## config.mk

```make
export PLATFORM = sky130hd
export DESIGN_NAME = key_xlate_arbiter
export DESIGN_NICKNAME = d
export VERILOG_FILES = /design/src/rtl/key_xlate_arbiter.sv
export SDC_FILE = /design/constraint.sdc
export NUM_CORES = 1
export LEC_CHECK = 0
export BUFFER_PORTS_ARGS = -buffer_cell sky130_fd_sc_hd__buf_2
export CAP_MARGIN = 0
export CORE_AREA = 2 2 119 121
export CTS_BUF_LIST = sky130_fd_sc_hd__clkbuf_8
export DETAILED_ROUTE_END_ITERATION = 8
export DIE_AREA = 0 0 121 123
export PLACE_DENSITY = 0.89
export SYNTH_ARGS = -nofsm -noshare
export SYNTH_HDL_FRONTEND = slang
export SYNTH_SLANG_ARGS = --single-unit
```

## constraint.sdc

```tcl
create_clock -name clock -period 1.8 [get_ports clock]
set_clock_uncertainty 0.05 [all_clocks]
set_input_delay 0.36 -clock clock [delete_from_list [all_inputs] [get_ports clock]]
set_output_delay 0.36 -clock clock [all_outputs]
set_load 0.05 [all_outputs]
```

## src/rtl/key_xlate_arbiter.sv

```systemverilog
// Round-robin arbiter that funnels N_REQ keycode-translation requesters onto a
// single translator call port, with one call outstanding at a time, a WAIT
// timeout, and saturating/wrapping statistics counters.
module key_xlate_arbiter #(
    parameter int N_REQ   = 4,
    parameter int TIMEOUT = 1024
) (
    input  logic                 clock,
    input  logic                 resetn,
    input  logic [N_REQ-1:0]     req_valid,
    input  logic [32*N_REQ-1:0]  req_code,
    output logic [N_REQ-1:0]     req_ready,
    output logic [N_REQ-1:0]     resp_valid,
    input  logic [N_REQ-1:0]     resp_ready,
    output logic [31:0]          resp_data,
    output logic                 resp_err,
    output logic                 comp_start,
    input  logic                 comp_busy,
    output logic [31:0]          comp_code,
    input  logic                 comp_done,
    output logic                 comp_stall,
    input  logic [31:0]          comp_returndata,
    output logic [15:0]          stat_calls,
    output logic [7:0]           stat_timeouts,
    output logic [7:0]           stat_late
);

    localparam int GW = (N_REQ > 1) ? $clog2(N_REQ) : 1;
    localparam int CW = (TIMEOUT > 1) ? $clog2(TIMEOUT) : 1;

    localparam logic [1:0] S_IDLE = 2'd0;
    localparam logic [1:0] S_CALL = 2'd1;
    localparam logic [1:0] S_WAIT = 2'd2;
    localparam logic [1:0] S_RESP = 2'd3;

    logic [1:0]       r_state;
    logic [GW-1:0]    r_last;
    logic [GW-1:0]    r_gnt;
    logic [31:0]      r_code;
    logic [CW-1:0]    r_cnt;
    logic [N_REQ-1:0] r_req_ready;
    logic [31:0]      r_resp_data;
    logic             r_resp_err;
    logic [15:0]      r_calls;
    logic [7:0]       r_timeouts;
    logic [7:0]       r_late;

    logic             w_any;
    logic             w_found;
    logic [GW-1:0]    w_gnt;
    logic [N_REQ-1:0] w_gnt_oh;
    logic [31:0]      w_gnt_code;
    logic [N_REQ-1:0] w_resp_valid;
    logic             w_resp_fire;
    logic             w_done;
    logic             w_timeout;
    logic             w_late;

    // Round-robin pick: lowest requester above last_grant, else wrap to lowest overall.
    always_comb begin
        w_any      = |req_valid;
        w_found    = 1'b0;
        w_gnt      = '0;
        w_gnt_oh   = '0;
        w_gnt_code = '0;
        for (int i = 0; i < N_REQ; i++) begin
            if (!w_found && req_valid[i] && (GW'(i) > r_last)) begin
                w_found = 1'b1;
                w_gnt   = GW'(i);
            end
        end
        for (int i = 0; i < N_REQ; i++) begin
            if (!w_found && req_valid[i]) begin
                w_found = 1'b1;
                w_gnt   = GW'(i);
            end
        end
        for (int i = 0; i < N_REQ; i++) begin
            if (GW'(i) == w_gnt) begin
                w_gnt_oh[i] = 1'b1;
                w_gnt_code  = req_code[32*i +: 32];
            end
        end
    end

    // Response strobe is the latched grant decoded one-hot, only while in RESP.
    always_comb begin
        w_resp_valid = '0;
        for (int i = 0; i < N_REQ; i++) begin
            w_resp_valid[i] = (r_state == S_RESP) && (GW'(i) == r_gnt);
        end
        // Only the granted requester's ready bit can close the response.
        w_resp_fire = |(w_resp_valid & resp_ready);
    end

    assign w_done    = (r_state == S_WAIT) && comp_done;
    assign w_timeout = (r_state == S_WAIT) && !comp_done && (r_cnt == CW'(TIMEOUT - 1));
    assign w_late    = (r_state != S_WAIT) && comp_done;

    // Main call-sequencing FSM: grant, issue call, wait for return or timeout, respond.
    always_ff @(posedge clock or negedge resetn) begin
        if (!resetn) begin
            r_state     <= S_IDLE;
            r_last      <= GW'(N_REQ - 1);
            r_gnt       <= '0;
            r_code      <= '0;
            r_cnt       <= '0;
            r_req_ready <= '0;
            r_resp_data <= '0;
            r_resp_err  <= 1'b0;
        end else begin
            r_req_ready <= '0;
            case (r_state)
                S_IDLE: begin
                    if (w_any) begin
                        r_state     <= S_CALL;
                        r_gnt       <= w_gnt;
                        r_last      <= w_gnt;
                        r_code      <= w_gnt_code;
                        r_req_ready <= w_gnt_oh;
                    end
                end
                S_CALL: begin
                    if (!comp_busy) begin
                        r_state <= S_WAIT;
                        r_cnt   <= '0;
                    end
                end
                S_WAIT: begin
                    if (comp_done) begin
                        r_resp_data <= comp_returndata;
                        r_resp_err  <= 1'b0;
                        r_state     <= S_RESP;
                    end else if (r_cnt == CW'(TIMEOUT - 1)) begin
                        r_resp_data <= '0;
                        r_resp_err  <= 1'b1;
                        r_state     <= S_RESP;
                    end else begin
                        r_cnt <= r_cnt + 1'b1;
                    end
                end
                S_RESP: begin
                    if (w_resp_fire) begin
                        r_state <= S_IDLE;
                    end
                end
                default: r_state <= S_IDLE;
            endcase
        end
    end

    // Statistics: completed calls wrap, timeouts and stray returns saturate.
    always_ff @(posedge clock or negedge resetn) begin
        if (!resetn) begin
            r_calls    <= '0;
            r_timeouts <= '0;
            r_late     <= '0;
        end else begin
            if (w_done) begin
                r_calls <= r_calls + 16'd1;
            end
            if (w_timeout && (r_timeouts != 8'hFF)) begin
                r_timeouts <= r_timeouts + 8'd1;
            end
            if (w_late && (r_late != 8'hFF)) begin
                r_late <= r_late + 8'd1;
            end
        end
    end

    assign req_ready     = r_req_ready;
    assign resp_valid    = w_resp_valid;
    assign resp_data     = r_resp_data;
    assign resp_err      = r_resp_err;
    assign comp_start    = (r_state == S_CALL);
    assign comp_code     = (r_state == S_CALL) ? r_code : 32'd0;
    // Return channel is only open while a call is outstanding.
    assign comp_stall    = (r_state != S_WAIT);
    assign stat_calls    = r_calls;
    assign stat_timeouts = r_timeouts;
    assign stat_late     = r_late;

endmodule

```

# ---- Yosys cells after proc, flatten, opt, wreduce, memory -nomap -nowiden
# Cells that the tools add are included.
dict set report op_classes {
  addsub 4
  order_cmp 4
  n_eq_ne 19
  muxes 39
  bitwise 1
  reduce_logical 40
}
# op count
set op_table {}
lappend op_table {{32-bit two-way mux} 7}
lappend op_table {{10-bit two-way mux} 3}
lappend op_table {{2-bit two-way mux} 11}
lappend op_table {{1-bit logical AND} 21}
lappend op_table {{10-bit one-hot mux with 2 select lines} 1}
lappend op_table {{16-bit by 1-bit adder with 16-bit output (second input constant)} 1}
lappend op_table {{8-bit by 1-bit adder with 8-bit output (second input constant)} 2}
lappend op_table {{8-bit inequality test (second input constant)} 2}
lappend op_table {{1-bit two-way mux} 14}
lappend op_table {{2-bit inequality test (second input constant)} 6}
lappend op_table {{10-bit by 1-bit adder with 10-bit output (second input constant)} 1}
lappend op_table {{10-bit == test (second input constant)} 1}
lappend op_table {{2-bit == test (first input constant)} 4}
lappend op_table {{1-bit logical NOT} 8}
lappend op_table {{4-bit two-way mux} 2}
lappend op_table {{2-bit one-hot mux with 4 select lines} 1}
lappend op_table {{4-bit AND reduction} 2}
lappend op_table {{4-bit OR reduction} 2}
lappend op_table {{2-bit logical NOT} 3}
lappend op_table {{4-bit AND} 1}
lappend op_table {{1-bit by 2-bit == test with 1-bit output (first input constant)} 2}
lappend op_table {{2-bit == test (second input constant)} 2}
lappend op_table {{1-bit by 2-bit greater-than comparator with 1-bit output (first input constant)} 2}
lappend op_table {{2-bit greater-than comparator (first input constant)} 2}
lappend op_table {{other kinds (4)} 6}
dict set report word_totals {
  register_bits 117
}

# ---- Depth between registers and ports, before layout
# Gate-level depths: netlist (run 1).
dict set report logic_depth {
  word_depth 32
  depth_mapped 8
  depth_no_buf 7
}

# ---- Worst setup path after synthesis (run 1)
# No wires, ideal clock.
dict set report synth_path {
  kind {flip-flop to output port}
  startpoint {register r_state[0]}
  endpoint {output port resp_valid[0]}
  t_arrival_ns 1.752
  required_time_ns 1.390
  setup_slack_ns -0.362
  path_stages_with_launch 3
  path_buffers 0
  cell_sequence {dfrtp_1 -> ha_1 -> nor3b_1}
}
dict set report synth_via {
  elab_chain_cells 2
}
# element line_no
set synth_rtl {}
lappend synth_rtl {{start, declared} 36} ;# logic [1:0] r_state;
lappend synth_rtl {{start signal, assigned} 103} ;# r_state <= S_IDLE;
lappend synth_rtl {{start signal, assigned} 116} ;# r_state <= S_CALL;
lappend synth_rtl {{start signal, assigned} 125} ;# r_state <= S_WAIT;
lappend synth_rtl {{2-bit == test} 90} ;# w_resp_valid[i] = (r_state == S_RESP) && (GW'(i) == r_gnt);
lappend synth_rtl {{1-bit logical AND} 90}
lappend synth_rtl {{end, declared} 13} ;# output logic [N_REQ-1:0] resp_valid,
# No other way between the ends.

# ---- Final worst setup path (run 1)
dict set report layout_path {
  startpoint {register r_last[1]}
  endpoint {register r_code[22]}
}
dict set report layout_via {
  elab_chain_cells 32
  elab_cells_between_ends 44
}
# element line_no
set layout_rtl {}
lappend layout_rtl {{start, declared} 37} ;# logic [GW-1:0] r_last;
lappend layout_rtl {{start signal, assigned} 104} ;# r_last <= GW'(N_REQ - 1);
lappend layout_rtl {{start signal, assigned} 118} ;# r_last <= w_gnt;
lappend layout_rtl {{1-bit by 2-bit greater-than comparator with 1-bit output} 67} ;# if (!w_found && req_valid[i] && (GW'(i) > r_last)) begin
lappend layout_rtl {{1-bit logical AND} 67}
lappend layout_rtl {{1-bit two-way mux} 67}
lappend layout_rtl {{1-bit logical NOT} 67}
lappend layout_rtl {{1-bit logical AND (2 in series)} 67}
lappend layout_rtl {{1-bit two-way mux} 67}
lappend layout_rtl {{1-bit logical NOT} 67}
lappend layout_rtl {{1-bit logical AND (2 in series)} 67}
lappend layout_rtl {{[... 12 more ...]} -}
lappend layout_rtl {{1-bit logical AND} 73} ;# if (!w_found && req_valid[i]) begin
lappend layout_rtl {{1-bit two-way mux} 73}
lappend layout_rtl {{1-bit logical NOT} 73}
lappend layout_rtl {{1-bit logical AND} 73}
lappend layout_rtl {{2-bit two-way mux (*)} 73}
lappend layout_rtl {{2-bit logical NOT} 79} ;# if (GW'(i) == w_gnt) begin
lappend layout_rtl {{32-bit two-way mux (3 in series)} 79}
lappend layout_rtl {{32-bit two-way mux (*)} 79}
lappend layout_rtl {{end signal, assigned} 119} ;# r_code <= w_gnt_code;
lappend layout_rtl {{end, declared} 39} ;# logic [31:0] r_code;
# Mark *: on every way between the ends. The rest lies on a longest branch, timed or not.
# A chain may end at the register's enable or synchronous reset.

==> impl_results.md, run 1 <==
* Worst Path Required at 2.04 ns
* Seq/Total Area, Yosys at 49.80%
* First-pass GRT wire length at 31.91 mm
* Worst skew pair latency at 0.44 ns
* CTS H-tree lvls at 4
* Final Cycle Share at 116.6%
* FF-to-FF End: r_code[22]
* Library cells used by synthesis at 50
* Initial Utilization at 43.23%
* Slew Viols, Final at 0
* CTS tree: yes
* Part of the power in combinational logic at 64.1%
* Crit-path slowest cell: dfstp_2
* Hold path startpoint: comp_returndata[9]
* FFs w/ async S/R, synth at 100.0%
* Buffers on Ports at 278
* # rows at 43
* Setup ws final at -0.2995 ns
* Post-Route WL at 23.65 mm
* Max VDD drop at 1.040 mV
* NetSw at 0.008469 W
* FILL cells at 866
* Maxcap violations at 0
* Commonest cells after routing, fill and taps aside: buf_2, dfrtp_1, buf_6
* CP max FO at 6
* Vias at 6058
* Post-synth net total at 697
* Crit path launch: r_last[1]
* Maximum root-to-sink buffer count at 2
* Clock transition at path regs at 0.08 ns
* Dpl cells at 997
* Crit-path cells: buf_6 -> mux2i_1 -> o22a_1 -> buf_4 -> o21a_4 -> nand2b_4 -> o221ai_1
* Post-synth design cell area at 5884 µm²
* Core ar. at 13610 µm²
* WS Path Type: reg -> reg
* Seq. cell area at 2938 µm²
* Initial antenna violation count at 2
* Final setup vio count at 95
* Die width at 121 µm
* Die area at 14880 µm²
* Outcome: finished with violations
* Residual DRC at 0
* Register-to-register setup slack at -0.30 ns
* Largest net degree at the start of global routing at 37
* Pwr Density at 1825 nW/µm²
* Syn Inst Count at 517
* Post-layout minimum cycle time at 2.099 ns
* Hold Crit Endpoint: resp_data[9]
* Ys Warns at 0
* R2R depth at 7
* DIE HEIGHT at 123 µm
* Tightest Hold Check Type: in -> reg
* Yosys reg bits at 117
* Clk sinks at 117
* Slew @ Worst Pin at 0.4448 ns
* P_leak at 5.090 nW
* Syn avg cell area at 11.38 µm²
* Layout cell share with drive strength beyond 1 at 62.61%
* Detailed placement HPWL at 12.75 mm
* Hold WS at 0.09638 ns
* Post-route insts no fill at 1086
* Sw Share at 46.21%
* Startpoint class of the critical path: flop
* Failing checks: negative setup slack
* Vias in the first global route at 5989
* Wire per inst at 21.77 µm
* Commonest non-fill, non-tap cell in the layout: buf_2
* Net count, final at 1072
* Worst path bufs/invs at 2
* Final setup TNS at -17.23 ns
* Hold Path Cell Cnt at 2
* Congestion Overflow GR at 0
* Initial drt markers at 297
* Gpl congestion at 0.8519
* Worst R2R Start: r_last[1]
* GRT Total Usage at 28.03%
* 1st-pass router iterations at 5
* Multi-input gate area at 3475 µm²
* Total CTS buffers at 17
* Slew margin rel. at 70.35%
* CTS root buf: clkbuf_8
* Most common flop cell mapped by yosys: dfrtp_1
* Syn-to-layout area delta at 70.68%
* Worst EP arrival at 2.34 ns
* Antenna-violating nets left at 0
* Crit end category: flop
* Max incr delay on CP at 0.59 ns
* Post-synth EDFFs at 0
* Pint at 0.009857 W
* CP delay by family, top: compound AO/OA/AOI/OAI gates
* Fin. Hold Viols at 0
* Vias per cell at 5.578
* Fmax at 476.3 MHz
* Clock power share at 12.2%
* I/O Pins at 279
* RSZ-0062 raised after global routing: yes
* Seq pwr share at 23.7%
worst reg2reg max path, stage by stage (launching register included):
cell and delay [ns]:
dfstp_2 0.59, buf_6 0.11, mux2i_1 0.23, o22a_1 0.23, buf_4 0.14, o21a_4 0.18
nand2b_4 0.23, o221ai_1 0.18
flip-flops by register name (all words and copies together) (netlist names):
signal,count
r_code,32
resp_data,32
stat_calls,16
r_cnt,10
stat_late,8
stat_timeouts,8
req_ready,4
r_gnt,2
r_last,2
r_state,2
resp_err,1
area by class of cell:
type                            instances  share of cell area (%)
Sequential cell                       117                   29.25
Multi-Input combinational cell        368                   34.60
Timing Repair Buffer                  382                   30.09
Clock inverter                         12                  0.9094
Clock buffer                           19                   2.604
Antenna cell                            2                 0.04983
Inverter                                6                  0.2616
Tap cell                              180                   2.242
power by group through the flow:
| stage | logic (W) | clock network, W | registers [W] |
|---|---|---|---|
| floorplan | 0.00416 | 0 | 0.00579 |
| global placement | 0.00798 | 0 | 0.00417 |
| detailed placement | 0.00816 | 0 | 0.00422 |
| CTS | 0.0103 | 0.00224 | 0.00422 |
| global route | 0.0122 | 0.00239 | 0.00441 |
| finish | 0.0117 | 0.00224 | 0.00434 |
cells by family after synthesis:
family	after synthesis	synth area share [%]
mux	71	12.63
flops	117	49.80
buf+inv	35	2.892
simple gates	151	13.97
xor+xnor	36	5.358
compound gates	99	13.65
fa+ha+maj	8	1.701
routing by layer:
| layer | GRT usage, % | vias up | share of wire, % | wire length (µm) |
|---|---|---|---|---|
| met5 | 0 | - | 0 | 0 |
| met2 | 47.16 | 304 | 52 | 12290 |
| li1 | - | 2646 | - | - |
| met1 | 33.08 | 3024 | 37 | 8694 |
| met3 | 8.026 | 84 | 6.8 | 1612 |
| met4 | 13.52 | 0 | 4.4 | 1047 |
stage by stage:
stage	setup WS (ns)	total power [W]	util [%]	area, µm²
after CTS	-0.2406	0.01674	68.99	9390
after global routing	-0.3651	0.01899	73.78	10040
after detailed placement	-0.1768	0.01238	58.78	8001
after global placement	-0.1239	0.01215	58.78	8001
final	-0.2995	0.01833	73.78	10040
after floorplan	-0.1565	0.009956	-	6016
how the worst max path moves through the flow:
stage,end,slack (ns),cells past startpoint
floorplan,stat_late[7],-0.16,5
global placement,r_code[18],-0.12,7
detailed placement,r_code[29],-0.18,6
CTS,comp_code[25],-0.24,5
global route,r_code[22],-0.37,7
finish,r_code[22],-0.30,7
cell usage after synthesis, types with 3 or more instances:
cell type,number,share of area (%)
nand4_1,4,0.43
nor2_1,19,1.2
buf_2,10,0.85
nand3_1,15,1.3
nand2_1,42,2.7
o21a_1,3,0.38
dfrtp_1,115,49
o22ai_1,12,1.3
a21oi_1,17,1.4
xor2_1,11,1.6
nand2b_1,5,0.53
xnor2_1,25,3.7
mux2i_1,54,9.2
a22o_1,33,4.9
clkbuf_1,11,0.70
and3_1,17,1.8
o221ai_1,20,3.0
ha_1,8,1.7
mux2_2,14,2.7
buf_4,5,0.64
inv_1,6,0.38
and4_1,3,0.45
and2_1,35,3.7
what timing repair did:
action,CTS,global route
hold buffers,1,0
cloned,10,6
pin swaps,39,43
endpoints found under the setup margin,76,145
setup buffers,23,23
hold endpoints to repair,12,0
resized for setup,163,112
Power figures use the tool's default switching activity.
==> inputs of run 2 (changes only) <==
--- a/config.mk
+++ b/config.mk
@@ -5,6 +5,7 @@
 export SDC_FILE = /design/constraint.sdc
 export NUM_CORES = 1
 export LEC_CHECK = 0
+export ABC_CLOCK_PERIOD_IN_PS = 1800
 export BUFFER_PORTS_ARGS = -buffer_cell sky130_fd_sc_hd__buf_2
 export CAP_MARGIN = 0
 export CORE_AREA = 2 2 119 121
@@ -12,6 +13,7 @@
 export DETAILED_ROUTE_END_ITERATION = 8
 export DIE_AREA = 0 0 121 123
 export PLACE_DENSITY = 0.89
+export SETUP_SLACK_MARGIN = 0.3
 export SYNTH_ARGS = -nofsm -noshare
 export SYNTH_HDL_FRONTEND = slang
 export SYNTH_SLANG_ARGS = --single-unit
==> impl_results.md, run 2 (synthesis results as in run 1) <==
* Outcome: finished with violations
* Failing checks: negative setup slack
* Final setup vio count at 145 (+53%)
* Slew Viols, Final at 0 (unchanged)
* Post-layout minimum cycle time at 2.397 ns (+0.2979 ns)
* DIE HEIGHT at 123 µm (unchanged)
* RSZ-0062 raised after global routing: yes
* Max VDD drop at 1.268 mV (+22%)
* Commonest cells after routing, fill and taps aside: buf_2, dfrtp_1, buf_4
* CP delay by family, top: multiplexers
* Congestion Overflow GR at 0 (unchanged)
* P_leak at 5.461 nW (+7.3%)
* Slew @ Worst Pin at 0.7436 ns (+0.2989 ns)
* Worst Path Required at 2.02 ns (-0.02 ns)
* Tightest Hold Check Type: in -> reg
* Commonest non-fill, non-tap cell in the layout: buf_2
* Worst EP arrival at 2.62 ns (+0.28 ns)
* Maxcap violations at 0 (unchanged)
* Wire per inst at 26.07 µm (+20%)
* DP Worst Slack at -0.1207 ns (+0.05610 ns)
* Fin. Hold Viols at 0 (unchanged)
* FILL cells at 633 (-27%)
* Gpl congestion at 0.8491 (-0.33%)
* Final Cycle Share at 133.2% (+17 points)
* Post-Route WL at 29.07 mm (+23%)
* Vias at 6683 (+10%)
* Residual DRC at 0 (unchanged)
* Initial Utilization at 43.23% (unchanged)
* Worst path bufs/invs at 2 (unchanged)
* CTS root buf: clkbuf_8
* Vias per cell at 5.994 (+7.4%)
* Setup ws final at -0.5973 ns (-0.2979 ns)
* Crit-path cells: nand3b_1 -> a31oi_4 -> buf_6 -> buf_16 -> mux2i_1 -> o221ai_2
* # rows at 43 (unchanged)
* CP max FO at 10 (+4)
* Antenna-violating nets left at 0 (unchanged)
* Crit end category: flop
* Slew margin rel. at 49.01% (-21 points)
* Max incr delay on CP at 0.65 ns (+0.06 ns)
* 1st-pass router iterations at 6 (+1)
* CTS tree: yes
* Total CTS buffers at 17 (unchanged)
* Vias in the first global route at 6721 (+12%)
* First-pass GRT wire length at 37.45 mm (+17%)
* Startpoint class of the critical path: flop
* CTS H-tree lvls at 4 (unchanged)
* GRT Total Usage at 33.51% (+5.5 points)
* Crit-path slowest cell: mux2i_1
* Die width at 121 µm (unchanged)
* Maximum root-to-sink buffer count at 2 (unchanged)
* Detailed placement HPWL at 13.45 mm (+5.5%)
* Core ar. at 13610 µm² (unchanged)
* Initial antenna violation count at 5 (+3)
* Initial drt markers at 530 (+78%)
* Worst skew pair latency at 0.44 ns (about the same)
* Final setup TNS at -26.46 ns (-9.224 ns)
* Clk sinks at 117 (unchanged)
* Die area at 14880 µm² (unchanged)
* Pwr Density at 1826 nW/µm² (about the same)
* Hold WS at 0.08904 ns (-0.007341 ns)
* WS Path Type: reg -> reg
* Buffers on Ports at 278 (unchanged)
* Layout cell share with drive strength beyond 1 at 71.00% (+8.4 points)
* Final Total Pwr at 0.02045 W (+12%)
* Syn-to-layout area delta at 90.37%
* I/O Pins at 279 (unchanged)
* Largest net degree at the start of global routing at 38 (+2.7%)
* Net count, final at 1099 (+2.5%)
* Fmax at 417.1 MHz (-12%)
* Post-route insts no fill at 1115 (+2.7%)
* Dpl cells at 997 (unchanged)
* Clock transition at path regs at 0.07 ns (about the same)
==> run 2: what timing repair did <==
action,4_1_cts,5_1_grt
hold buffers,1,0
hold endpoints to repair,28,0
endpoints found under the setup margin,196,196
setup buffers,46,20
pin swaps,65,44
gates resized for setup,294,112
cloned,14,2
==> run 2: path summary, 6_finish.rpt <==
| check | start | to | slack [ns] | depth (start not counted) |
|---|---|---|---|---|
| hold reg to reg | stat_calls[15] | stat_calls[15] | 0.42 | 1 |
| max in group asynchronous | resetn | stat_timeouts[6] | 0.69 | 3 |
| setup / recovery | r_last[1] | r_code[22] | -0.60 | 6 |
| setup reg to reg | r_last[1] | r_code[22] | -0.60 | 6 |
| hold / removal | comp_returndata[15] | resp_data[15] | 0.09 | 2 |
| min in group asynchronous | resetn | stat_calls[10] | 0.37 | 2 |
==> run 2: area by class of cell <==
type                            instances  area, µm²  area share, %
Multi-Input combinational cell        365       3889          34.71
Timing Repair Buffer                  412       3726          33.26
Sequential cell                       117       2964          26.46
Clock buffer                           21      289.0          2.580
Tap cell                              180      225.2          2.010
Clock inverter                         10      67.56         0.6031
Inverter                                6      31.28         0.2792
Antenna cell                            4      10.01        0.08936
==> run 2: metal layers <==
layer | global-route usage, % | up-vias | share of wire [%]
met5 | 0 | - | 0.093
met4 | 22.82 | 4 | 7.1
met1 | 35.59 | 3307 | 33
met3 | 8.625 | 188 | 9.2
met2 | 58.57 | 486 | 51
li1 | - | 2698 | -
==> run 2: report_power, final <==
part	switching [W]	internal, W
Sequential	0.000945	0.00361
Combinational	0.00727	0.00630
Clock	0.00112	0.00119
==> run 2: stage by stage <==
stage | area [µm²] | utilization [%]
after floorplan | 6554 | -
after global placement | 8401 | 61.72
after detailed placement | 8401 | 61.72
after CTS | 10520 | 77.30
after global routing | 11200 | 82.26
final | 11200 | 82.30
